$ cat src/rtl/mem_arbiter_controller_if.sv
// Channel-request, response and external-memory signal bundle for mem_arbiter_controller.
// The slave modport is the controller's view; master is the channel/memory side.
interface mem_arbiter_controller_if #(
    parameter int DATA_WIDTH = 16,
    parameter int ADDR_WIDTH = 32,
    parameter int NUM_CH     = 4
);
    localparam int CH_W = $clog2(NUM_CH);

    logic [NUM_CH-1:0]            ch_req_valid;
    logic [NUM_CH-1:0]            ch_req_we;
    logic [NUM_CH*ADDR_WIDTH-1:0] ch_req_addr;
    logic [NUM_CH*DATA_WIDTH-1:0] ch_req_wdata;
    logic [NUM_CH-1:0]            ch_req_ready;
    logic [NUM_CH-1:0]            ch_rsp_valid;
    logic [DATA_WIDTH-1:0]        ch_rsp_rdata;
    logic                         ch_rsp_err;
    logic                         mem_read_valid;
    logic [ADDR_WIDTH-1:0]        mem_read_addr;
    logic                         mem_read_ready;
    logic [DATA_WIDTH-1:0]        mem_read_data;
    logic                         mem_write_valid;
    logic [ADDR_WIDTH-1:0]        mem_write_addr;
    logic [DATA_WIDTH-1:0]        mem_write_data;
    logic                         mem_write_ready;
    logic                         busy;
    logic [CH_W-1:0]              grant_id;

    modport slave (
        input  ch_req_valid, ch_req_we, ch_req_addr, ch_req_wdata,
        input  mem_read_ready, mem_read_data, mem_write_ready,
        output ch_req_ready, ch_rsp_valid, ch_rsp_rdata, ch_rsp_err,
        output mem_read_valid, mem_read_addr,
        output mem_write_valid, mem_write_addr, mem_write_data,
        output busy, grant_id
    );

    modport master (
        output ch_req_valid, ch_req_we, ch_req_addr, ch_req_wdata,
        output mem_read_ready, mem_read_data, mem_write_ready,
        input  ch_req_ready, ch_rsp_valid, ch_rsp_rdata, ch_rsp_err,
        input  mem_read_valid, mem_read_addr,
        input  mem_write_valid, mem_write_addr, mem_write_data,
        input  busy, grant_id
    );
endinterface

$ cat src/rtl/mem_arbiter_controller.sv
// Round-robin arbiter of NUM_CH channels onto one memory port, one transaction in flight; 3-cycle min issue.
// Grant is a combinational ready in IDLE only; memory stalls hold the request. MEMCTRL_TIMEOUT_EN bounds the wait.
module mem_arbiter_controller #(
    parameter int DATA_WIDTH     = 16,
    parameter int ADDR_WIDTH     = 32,
    parameter int NUM_CH         = 4,
    parameter int TIMEOUT_CYCLES = 64
) (
    input logic clk,
    input logic rst_n,
    mem_arbiter_controller_if.slave bus
);
    localparam int CH_W = $clog2(NUM_CH);

    typedef enum logic [1:0] {IDLE, READ_REQ, WRITE_REQ, RESP} state_t;

    state_t                state;
    logic [CH_W-1:0]       rr_ptr;
    logic [CH_W-1:0]       grant_q;
    logic [ADDR_WIDTH-1:0] addr_q;
    logic [DATA_WIDTH-1:0] wdata_q;
    logic [DATA_WIDTH-1:0] rdata_q;

    logic                  found;
    logic [CH_W-1:0]       gnt;
    int unsigned           idx;

    // First valid channel at or above rr_ptr, wrapping modulo NUM_CH.
    always_comb begin
        found = 1'b0;
        gnt   = '0;
        idx   = 0;
        for (int i = 0; i < NUM_CH; i++) begin
            idx = int'(rr_ptr) + i;
            if (idx >= NUM_CH) idx = idx - NUM_CH;
            if (!found && bus.ch_req_valid[idx]) begin
                found = 1'b1;
                gnt   = CH_W'(idx);
            end
        end
    end

    always_comb begin
        bus.ch_req_ready = '0;
        if (state == IDLE && found) bus.ch_req_ready[gnt] = 1'b1;
        bus.ch_rsp_valid = '0;
        if (state == RESP) bus.ch_rsp_valid[grant_q] = 1'b1;
    end

    assign bus.mem_read_valid  = (state == READ_REQ);
    assign bus.mem_read_addr   = (state == READ_REQ)  ? addr_q  : '0;
    assign bus.mem_write_valid = (state == WRITE_REQ);
    assign bus.mem_write_addr  = (state == WRITE_REQ) ? addr_q  : '0;
    assign bus.mem_write_data  = (state == WRITE_REQ) ? wdata_q : '0;
    assign bus.ch_rsp_rdata    = (state == RESP)      ? rdata_q : '0;
    assign bus.busy            = (state != IDLE);
    assign bus.grant_id        = grant_q;

`ifdef MEMCTRL_TIMEOUT_EN
    localparam int WAIT_W = $clog2(TIMEOUT_CYCLES + 1);
    logic [WAIT_W-1:0] wait_cnt;
    logic              err_q;
    logic              expired;
    // This cycle would be the TIMEOUT_CYCLES-th one without ready.
    assign expired        = (wait_cnt == WAIT_W'(TIMEOUT_CYCLES - 1));
    assign bus.ch_rsp_err = (state == RESP) ? err_q : 1'b0;
`else
    assign bus.ch_rsp_err = 1'b0;
`endif

    always_ff @(posedge clk or negedge rst_n) begin
        if (!rst_n) begin
            state   <= IDLE;
            rr_ptr  <= '0;
            grant_q <= '0;
            addr_q  <= '0;
            wdata_q <= '0;
            rdata_q <= '0;
`ifdef MEMCTRL_TIMEOUT_EN
            wait_cnt <= '0;
            err_q    <= 1'b0;
`endif
        end else begin
            case (state)
                IDLE: if (found) begin
                    grant_q <= gnt;
                    addr_q  <= bus.ch_req_addr[gnt*ADDR_WIDTH +: ADDR_WIDTH];
                    wdata_q <= bus.ch_req_wdata[gnt*DATA_WIDTH +: DATA_WIDTH];
                    state   <= bus.ch_req_we[gnt] ? WRITE_REQ : READ_REQ;
`ifdef MEMCTRL_TIMEOUT_EN
                    wait_cnt <= '0;
                    err_q    <= 1'b0;
`endif
                end
                READ_REQ: begin
                    if (bus.mem_read_ready) begin
                        rdata_q <= bus.mem_read_data;
                        state   <= RESP;
                    end
`ifdef MEMCTRL_TIMEOUT_EN
                    else if (expired) begin
                        rdata_q <= '0;
                        err_q   <= 1'b1;
                        state   <= RESP;
                    end else wait_cnt <= wait_cnt + 1'b1;
`endif
                end
                WRITE_REQ: begin
                    if (bus.mem_write_ready) begin
                        rdata_q <= '0;
                        state   <= RESP;
                    end
`ifdef MEMCTRL_TIMEOUT_EN
                    else if (expired) begin
                        rdata_q <= '0;
                        err_q   <= 1'b1;
                        state   <= RESP;
                    end else wait_cnt <= wait_cnt + 1'b1;
`endif
                end
                RESP: begin
                    rr_ptr <= (grant_q == CH_W'(NUM_CH - 1)) ? '0 : grant_q + 1'b1;
                    state  <= IDLE;
                end
                default: state <= IDLE;
            endcase
        end
    end
endmodule
$ cat src/flat_wrapper.sv
// flat-port wrapper written by rule: the top's interface ports become plain ports
module mem_arbiter_controller_flat 
#(
    parameter int DATA_WIDTH     = 16,
    parameter int ADDR_WIDTH     = 32,
    parameter int NUM_CH         = 4,
    parameter int TIMEOUT_CYCLES = 64
)
  (clk, rst_n, bus_ch_req_valid, bus_ch_req_we, bus_ch_req_addr, bus_ch_req_wdata, bus_mem_read_ready, bus_mem_read_data, bus_mem_write_ready, bus_ch_req_ready, bus_ch_rsp_valid, bus_ch_rsp_rdata, bus_ch_rsp_err, bus_mem_read_valid, bus_mem_read_addr, bus_mem_write_valid, bus_mem_write_addr, bus_mem_write_data, bus_busy, bus_grant_id);
  mem_arbiter_controller_if #(.DATA_WIDTH(DATA_WIDTH), .ADDR_WIDTH(ADDR_WIDTH), .NUM_CH(NUM_CH)) bus_i ();
  input logic clk;
  input logic rst_n;
  input wire logic [$bits(bus_i.ch_req_valid)-1:0] bus_ch_req_valid;
  input wire logic [$bits(bus_i.ch_req_we)-1:0] bus_ch_req_we;
  input wire logic [$bits(bus_i.ch_req_addr)-1:0] bus_ch_req_addr;
  input wire logic [$bits(bus_i.ch_req_wdata)-1:0] bus_ch_req_wdata;
  input wire logic [$bits(bus_i.mem_read_ready)-1:0] bus_mem_read_ready;
  input wire logic [$bits(bus_i.mem_read_data)-1:0] bus_mem_read_data;
  input wire logic [$bits(bus_i.mem_write_ready)-1:0] bus_mem_write_ready;
  output wire logic [$bits(bus_i.ch_req_ready)-1:0] bus_ch_req_ready;
  output wire logic [$bits(bus_i.ch_rsp_valid)-1:0] bus_ch_rsp_valid;
  output wire logic [$bits(bus_i.ch_rsp_rdata)-1:0] bus_ch_rsp_rdata;
  output wire logic [$bits(bus_i.ch_rsp_err)-1:0] bus_ch_rsp_err;
  output wire logic [$bits(bus_i.mem_read_valid)-1:0] bus_mem_read_valid;
  output wire logic [$bits(bus_i.mem_read_addr)-1:0] bus_mem_read_addr;
  output wire logic [$bits(bus_i.mem_write_valid)-1:0] bus_mem_write_valid;
  output wire logic [$bits(bus_i.mem_write_addr)-1:0] bus_mem_write_addr;
  output wire logic [$bits(bus_i.mem_write_data)-1:0] bus_mem_write_data;
  output wire logic [$bits(bus_i.busy)-1:0] bus_busy;
  output wire logic [$bits(bus_i.grant_id)-1:0] bus_grant_id;
  assign bus_i.ch_req_valid = bus_ch_req_valid;
  assign bus_i.ch_req_we = bus_ch_req_we;
  assign bus_i.ch_req_addr = bus_ch_req_addr;
  assign bus_i.ch_req_wdata = bus_ch_req_wdata;
  assign bus_i.mem_read_ready = bus_mem_read_ready;
  assign bus_i.mem_read_data = bus_mem_read_data;
  assign bus_i.mem_write_ready = bus_mem_write_ready;
  assign bus_ch_req_ready = bus_i.ch_req_ready;
  assign bus_ch_rsp_valid = bus_i.ch_rsp_valid;
  assign bus_ch_rsp_rdata = bus_i.ch_rsp_rdata;
  assign bus_ch_rsp_err = bus_i.ch_rsp_err;
  assign bus_mem_read_valid = bus_i.mem_read_valid;
  assign bus_mem_read_addr = bus_i.mem_read_addr;
  assign bus_mem_write_valid = bus_i.mem_write_valid;
  assign bus_mem_write_addr = bus_i.mem_write_addr;
  assign bus_mem_write_data = bus_i.mem_write_data;
  assign bus_busy = bus_i.busy;
  assign bus_grant_id = bus_i.grant_id;
  mem_arbiter_controller #(.DATA_WIDTH(DATA_WIDTH), .ADDR_WIDTH(ADDR_WIDTH), .NUM_CH(NUM_CH), .TIMEOUT_CYCLES(TIMEOUT_CYCLES)) u_core (.clk(clk), .rst_n(rst_n), .bus(bus_i));
endmodule
$ cat config.mk
export PLATFORM = sky130hd
export DESIGN_NAME = mem_arbiter_controller_flat
export DESIGN_NICKNAME = d
export VERILOG_FILES = /design/src/rtl/mem_arbiter_controller_if.sv /design/src/rtl/mem_arbiter_controller.sv /design/src/flat_wrapper.sv
export SDC_FILE = /design/constraint.sdc
export NUM_CORES = 1
export LEC_CHECK = 0
export CORE_AREA = 2 2 127 129
export DETAILED_ROUTE_END_ITERATION = 8
export DIE_AREA = 0 0 129 131
export HOLD_SLACK_MARGIN = 0.02
export PLACE_DENSITY_LB_ADDON = 0.12
export REMOVE_ABC_BUFFERS = 1
export SYNTH_ARGS = -nofsm -noshare
export SYNTH_HDL_FRONTEND = slang
export SYNTH_SLANG_ARGS = --single-unit
$ cat constraint.sdc
create_clock -name clk -period 5.63 [get_ports clk]
set_input_delay 1.126 -clock clk [delete_from_list [all_inputs] [get_ports clk]]
set_output_delay 1.126 -clock clk [all_outputs]
set_load 0.005 [all_outputs]
## After elaboration in Yosys (flattened, before gate mapping)

Index checks and enable logic that the tools add are counted.
Widths: inputs -> output; s select.

- Reduce and logical (&&, ||, !) cells: 15
- Shift operators: 2
- $add $sub $neg: 8
- Eq/ne operators: 7
- Muxes and demuxes: 41
- Order comparisons: 12

Operators with widths:

| kind | count |
|---|---|
| $mux 32 | 6 |
| $lt 32x3->1 const B | 4 |
| $shiftx 128x8->32 | 1 |
| $ge 32x3->1 const B | 3 |
| $sub 32x3->32 const B | 3 |
| $mux 16 | 4 |
| $shiftx 64x7->16 | 1 |
| $pmux 16 s2 | 1 |
| $mux 2 | 9 |
| $mux 1 | 11 |
| $bmux 1 s2 | 5 |
| $mux 4 | 2 |
| $pmux 2 s4 | 1 |
| $add 2x2->3 const B | 2 |
| $eq 2x2->1 const B | 3 |
| $logic_and 1x1->1 | 6 |
| $lt 2x3->1 const B | 2 |
| $reduce_and 3->1 | 2 |
| $demux 1 s2 | 2 |
| $ge 2x1->1 const B | 2 |
| $ne 2x2->1 const B | 2 |
| $reduce_bool 2->1 | 2 |
| $sub 2x3->4 const B | 1 |
| $add 2x1->3 const B | 1 |
| other kinds (7) | 9 |

- Word-level logic and storage cells: 91
- Flip-flop bits (word level): 70
- Output and inout bits: 110
- Input bits: 220

## Logic depth before layout (Yosys ltp)

- Depth after elaboration: 19
- Mapped depth: 8

## Worst setup path before layout

OpenSTA, ideal clock, no wires.

- Kind: input -> output
- Start: input bus_ch_req_valid[1]
- End: output bus_ch_req_ready[2]
- Slack: 2.224 ns
- Arrival: 2.280 ns
- Stages on the path: 7
- Buffers on the path: 3
- Data required time: 4.504 ns
- Cell sequence: nor4_1 nand2b_1 buf_2 or3_1 clkbuf_1 buf_2 nor2_1

- Cells in the longest elaborated chain, start to end: 17

RTL lines:

| element | line | text |
|---|---|---|
| start, declared | flat_wrapper.sv:13 | `input wire logic [$bits(bus_i.ch_req_valid)-1:0] bus_ch_req_valid;` |
| $bmux 1 s2 | mem_arbiter_controller.sv:36 | `if (!found && bus.ch_req_valid[idx]) begin` |
| $mux 1 (not written as such) | mem_arbiter_controller.sv:36 |  |
| $mux 1 | mem_arbiter_controller.sv:36 |  |
| $logic_not 1->1 | mem_arbiter_controller.sv:36 |  |
| $logic_and 1x1->1 | mem_arbiter_controller.sv:36 |  |
| $mux 1 | mem_arbiter_controller.sv:36 |  |
| $logic_not 1->1 | mem_arbiter_controller.sv:36 |  |
| $logic_and 1x1->1 | mem_arbiter_controller.sv:36 |  |
| $mux 1 | mem_arbiter_controller.sv:36 |  |
| $logic_not 1->1 | mem_arbiter_controller.sv:36 |  |
| $logic_and 1x1->1 | mem_arbiter_controller.sv:36 |  |
| $mux 2 | mem_arbiter_controller.sv:36 |  |
| $lt 2x3->1 (not written as such) or $ge 2x1->1 (tied branches) | mem_arbiter_controller.sv:45 | `if (state == IDLE && found) bus.ch_req_ready[gnt] = 1'b1;` |
| $logic_and 1x1->1 (not written as such) | mem_arbiter_controller.sv:45 |  |
| $mux 1 (not written as such) | mem_arbiter_controller.sv:45 |  |
| $demux 1 s2 | -- |  |
| $mux 4 * | mem_arbiter_controller.sv:45 |  |
| end, declared | flat_wrapper.sv:20 | `output wire logic [$bits(bus_i.ch_req_ready)-1:0] bus_ch_req_ready;` |

Every way passes the cells marked *; elsewhere a longest branch is shown, timed or not. The select of a mux whose other input is x is not followed.

## Final worst setup path

- Start: input bus_ch_req_valid[2]
- End: output bus_ch_req_ready[2]

The elaborated chain is that of the path after synthesis.

==> results.md <==
* Final HPWL DP at 14.14 mm
* Final worst setup slack at 1.040 ns
* Final setup viols at 0
* Hold wc startpoint: u_core.rdata_q[11]
* Status: finished clean
* Mean area per synthesized cell at 9.255 um2
* First-pass GRT wire length at 26.47 mm
* I/O pin count at 330
* Synth-to-layout area growth at 77.51%
* WP data required at 4.50 ns
* Switching Power at 1.335 mW
* Fin Hold WS at 0.4589 ns
* Critical path startpoint category: input pin
* CTS root buf: clkbuf_16
* Layout filler cell count at 1454
* Core Box Area at 15600 um2
* Placed insts at 1019
* PwrDens at 411.7 nW/um2
* GRT overflow at 0
* Die height at 131 um
* Fin. max-slew vios at 0
* Setup Fix Bufs, Post-CTS at 0
* RSZ-0062 raised after global routing: false
* Tcrit/Tclk final at 0.8152
* Fin nets at 1042
* Largest net degree at the start of global routing at 71
* Initial antenna violation count at 0
* Die area at 16900 um2
* CTS resizes at 0
* HP Class: reg -> reg
* TritonCTS buffer count at 9
* Register share of total power at 0.260
* CP Max Fanout at 26
* Drt initial violations at 160
* Final hold viol count at 0
* Number of synthesized register bits at 70
* Reg2reg start: u_core.state[0]
* Yosys Warn Count at 0
* Netlist cell types at 33
* I/O Buffers at 328
* Crit end category: output pin
* Fin cells at 1033
* Maximum buffer depth of the clock tree at 2
* Total chip power at 3.456 mW
* Clock sink total at 70
* Die Wd at 129 um
* Peak VDD IR at 229.4 uV
* H-tree levels at 3
* Logic pwr share at 0.595
* Via count at 4968
* Part of the Yosys area used for sequential elements at 0.3704
* Routed vias/inst at 4.809
* Syn Std Cell Area at 4730 um2
* Pre-CTS setup slack at 1.027 ns
* Clock Skew at 0.006015 ns
* Highest clock rate at 0.2179 GHz
* CP startpoint: bus_ch_req_valid[2]
* Cts hold-fix bufs at 0
* MaxCap Viol Count at 0
* Worst-margin pin slew at 1.236 ns
* Critical path arrival at 3.46 ns
* Clock transition at path regs at 0.05 ns
* DRC viols at 0
* # diodes at 0
* Crit path time final at 4.590 ns
* Final wirelength at 18.28 mm
* Vias in the first global route at 5067
* CTS tree: done
* Row cnt at 46
* WL/cell at 17.69 um
* Worst skew pair latency at 0.32 ns
* Final core utilization at 0.5383
* WS Path Type: in -> out
* Int Pwr at 2.121 mW
* Leak at 3.655 nW
* Clock share of power at 0.145
* Routed Antenna Nets at 0
* Slew HR at 0.1763
* DRT Pass-1 Iters at 4
* GRT Total Usage at 0.2040
* Initial core utilization at 0.3032
* Mapped Cells at 511
* Gpl congestion at 0.7838
* Layout cells sized above 1 at 0.03182
* Switch share at 0.3862
worst max-delay path, cell delays in order:
cell             delay, ns
clkdlybuf4s50_1       0.54
nor4_1                0.10
nand2b_2              0.19
or3_2                 0.76
nor2_1                0.19
clkdlybuf4s50_1       0.55
Yosys cell counts:
master | number | area [um2]
and2_1 | 100 | 625.6
mux2i_1 | 97 | 970.9
nand2_1 | 83 | 311.6
dfrtp_1 | 70 | 1752
o221ai_1 | 48 | 420.4
clkbuf_1 | 22 | 82.58
buf_2 | 17 | 85.08
nand3_1 | 16 | 80.08
inv_1 | 9 | 33.78
ha_1 | 8 | 100.1
nor2_1 | 7 | 26.28
o21ai_0 | 5 | 25.02
a21oi_1 | 4 | 20.02
nand2b_1 | 3 | 18.77
buf_6 | 2 | 22.52
mux2_2 | 2 | 22.52
or3_1 | 2 | 12.51
a2111oi_2 | 1 | 15.01
a21o_1 | 1 | 7.510
a311oi_1 | 1 | 8.760
and3_1 | 1 | 6.260
buf_4 | 1 | 7.510
clkinv_1 | 1 | 3.750
conb_1 | 1 | 3.750
nor2b_1 | 1 | 6.260
nor3_1 | 1 | 5.000
nor3b_1 | 1 | 7.510
nor4_1 | 1 | 6.260
o2111a_1 | 1 | 11.26
o22ai_1 | 1 | 6.260
o32a_1 | 1 | 10.01
o32ai_1 | 1 | 8.760
or2_1 | 1 | 6.260
power by group through the flow:
stage,combinational [mW],clock (mW),sequential (mW)
2_1_floorplan,1.15,0,0.860
3_3_place_gp,2.05,0,0.883
3_5_place_dp,2.09,0,0.902
4_1_cts,2.09,0.522,0.897
5_1_grt,2.25,0.539,0.933
6_report,2.06,0.502,0.899
final timing paths:
check                                            to  slack, ns  depth (start not counted)
worst max-delay path            bus_ch_req_ready[2]       1.04                          6
worst max register to register   u_core.rdata_q[12]       2.27                          7
min in group asynchronous         u_core.rdata_q[9]       0.93                          1
worst min-delay path             u_core.rdata_q[11]       0.46                          2
max in group asynchronous         u_core.addr_q[16]       4.08                          1
worst min register to register   u_core.rdata_q[11]       0.46                          2
routing by layer:
metal / track usage / up-vias / wire, um
met4: 0.09079 / 0 / 532
met1: 0.2271 / 2322 / 6941
met2: 0.3794 / 217 / 9556
met5: 0 / - / 0
met3: 0.03787 / 33 / 1245
li1: - / 2396 / -
final cells by class:
cell class / count / area, um2 / share of cell area
well taps: 216 / 270.3 / 0.03219
flip-flops and latches: 70 / 1752 / 0.2086
repair buffers: 334 / 3326 / 0.3961
multi-input cells: 389 / 2754 / 0.3280
clock inverters: 2 / 10.01 / 0.001192
clock buffers: 12 / 246.5 / 0.02936
inverters: 10 / 37.54 / 0.004471
sequential cells by signal, indices dropped and copies added (netlist names):
register and flops:
u_core.addr_q 32, u_core.wdata_q 16, u_core.bus.grant_id 2, u_core.rdata_q 16, u_core.rr_ptr 2, u_core.state 2
logic make-up (layout without fill, tap and decap cells):
family | after synthesis | in the layout | synth area share
simple gates | 217 | 217 | 0.2352
buf+inv | 52 | 358 | 0.04973
mux | 99 | 99 | 0.2101
compound gates | 64 | 64 | 0.1127
other cells | 1 | 1 | 0.0007929
flops | 70 | 70 | 0.3704
fa+ha+maj | 8 | 8 | 0.02116
through the flow:
step	TNS, ns	area, um2
5_1_grt	0	8396
6_report	0	8396
3_3_place_gp	0	8139
3_5_place_dp	0	8139
2_1_floorplan	-0.1287	4532
4_1_cts	0	8396
layout by cell type (no fill, tap or decap), types with 2 or more instances in the layout:
cell,synthesis,final
a21oi_1,4,4
and2_1,100,100
buf_4,1,7
clkbuf_1,22,2
clkbuf_16,0,9
clkdlybuf4s50_1,0,327
clkinv_2,0,2
dfrtp_1,70,70
ha_1,8,8
inv_1,9,9
mux2_2,2,2
mux2i_1,97,97
nand2_1,83,82
nand2b_1,3,2
nand3_1,16,16
nor2_1,7,7
o21ai_0,5,5
o221ai_1,48,48
(Power assumes the default switching activity.)
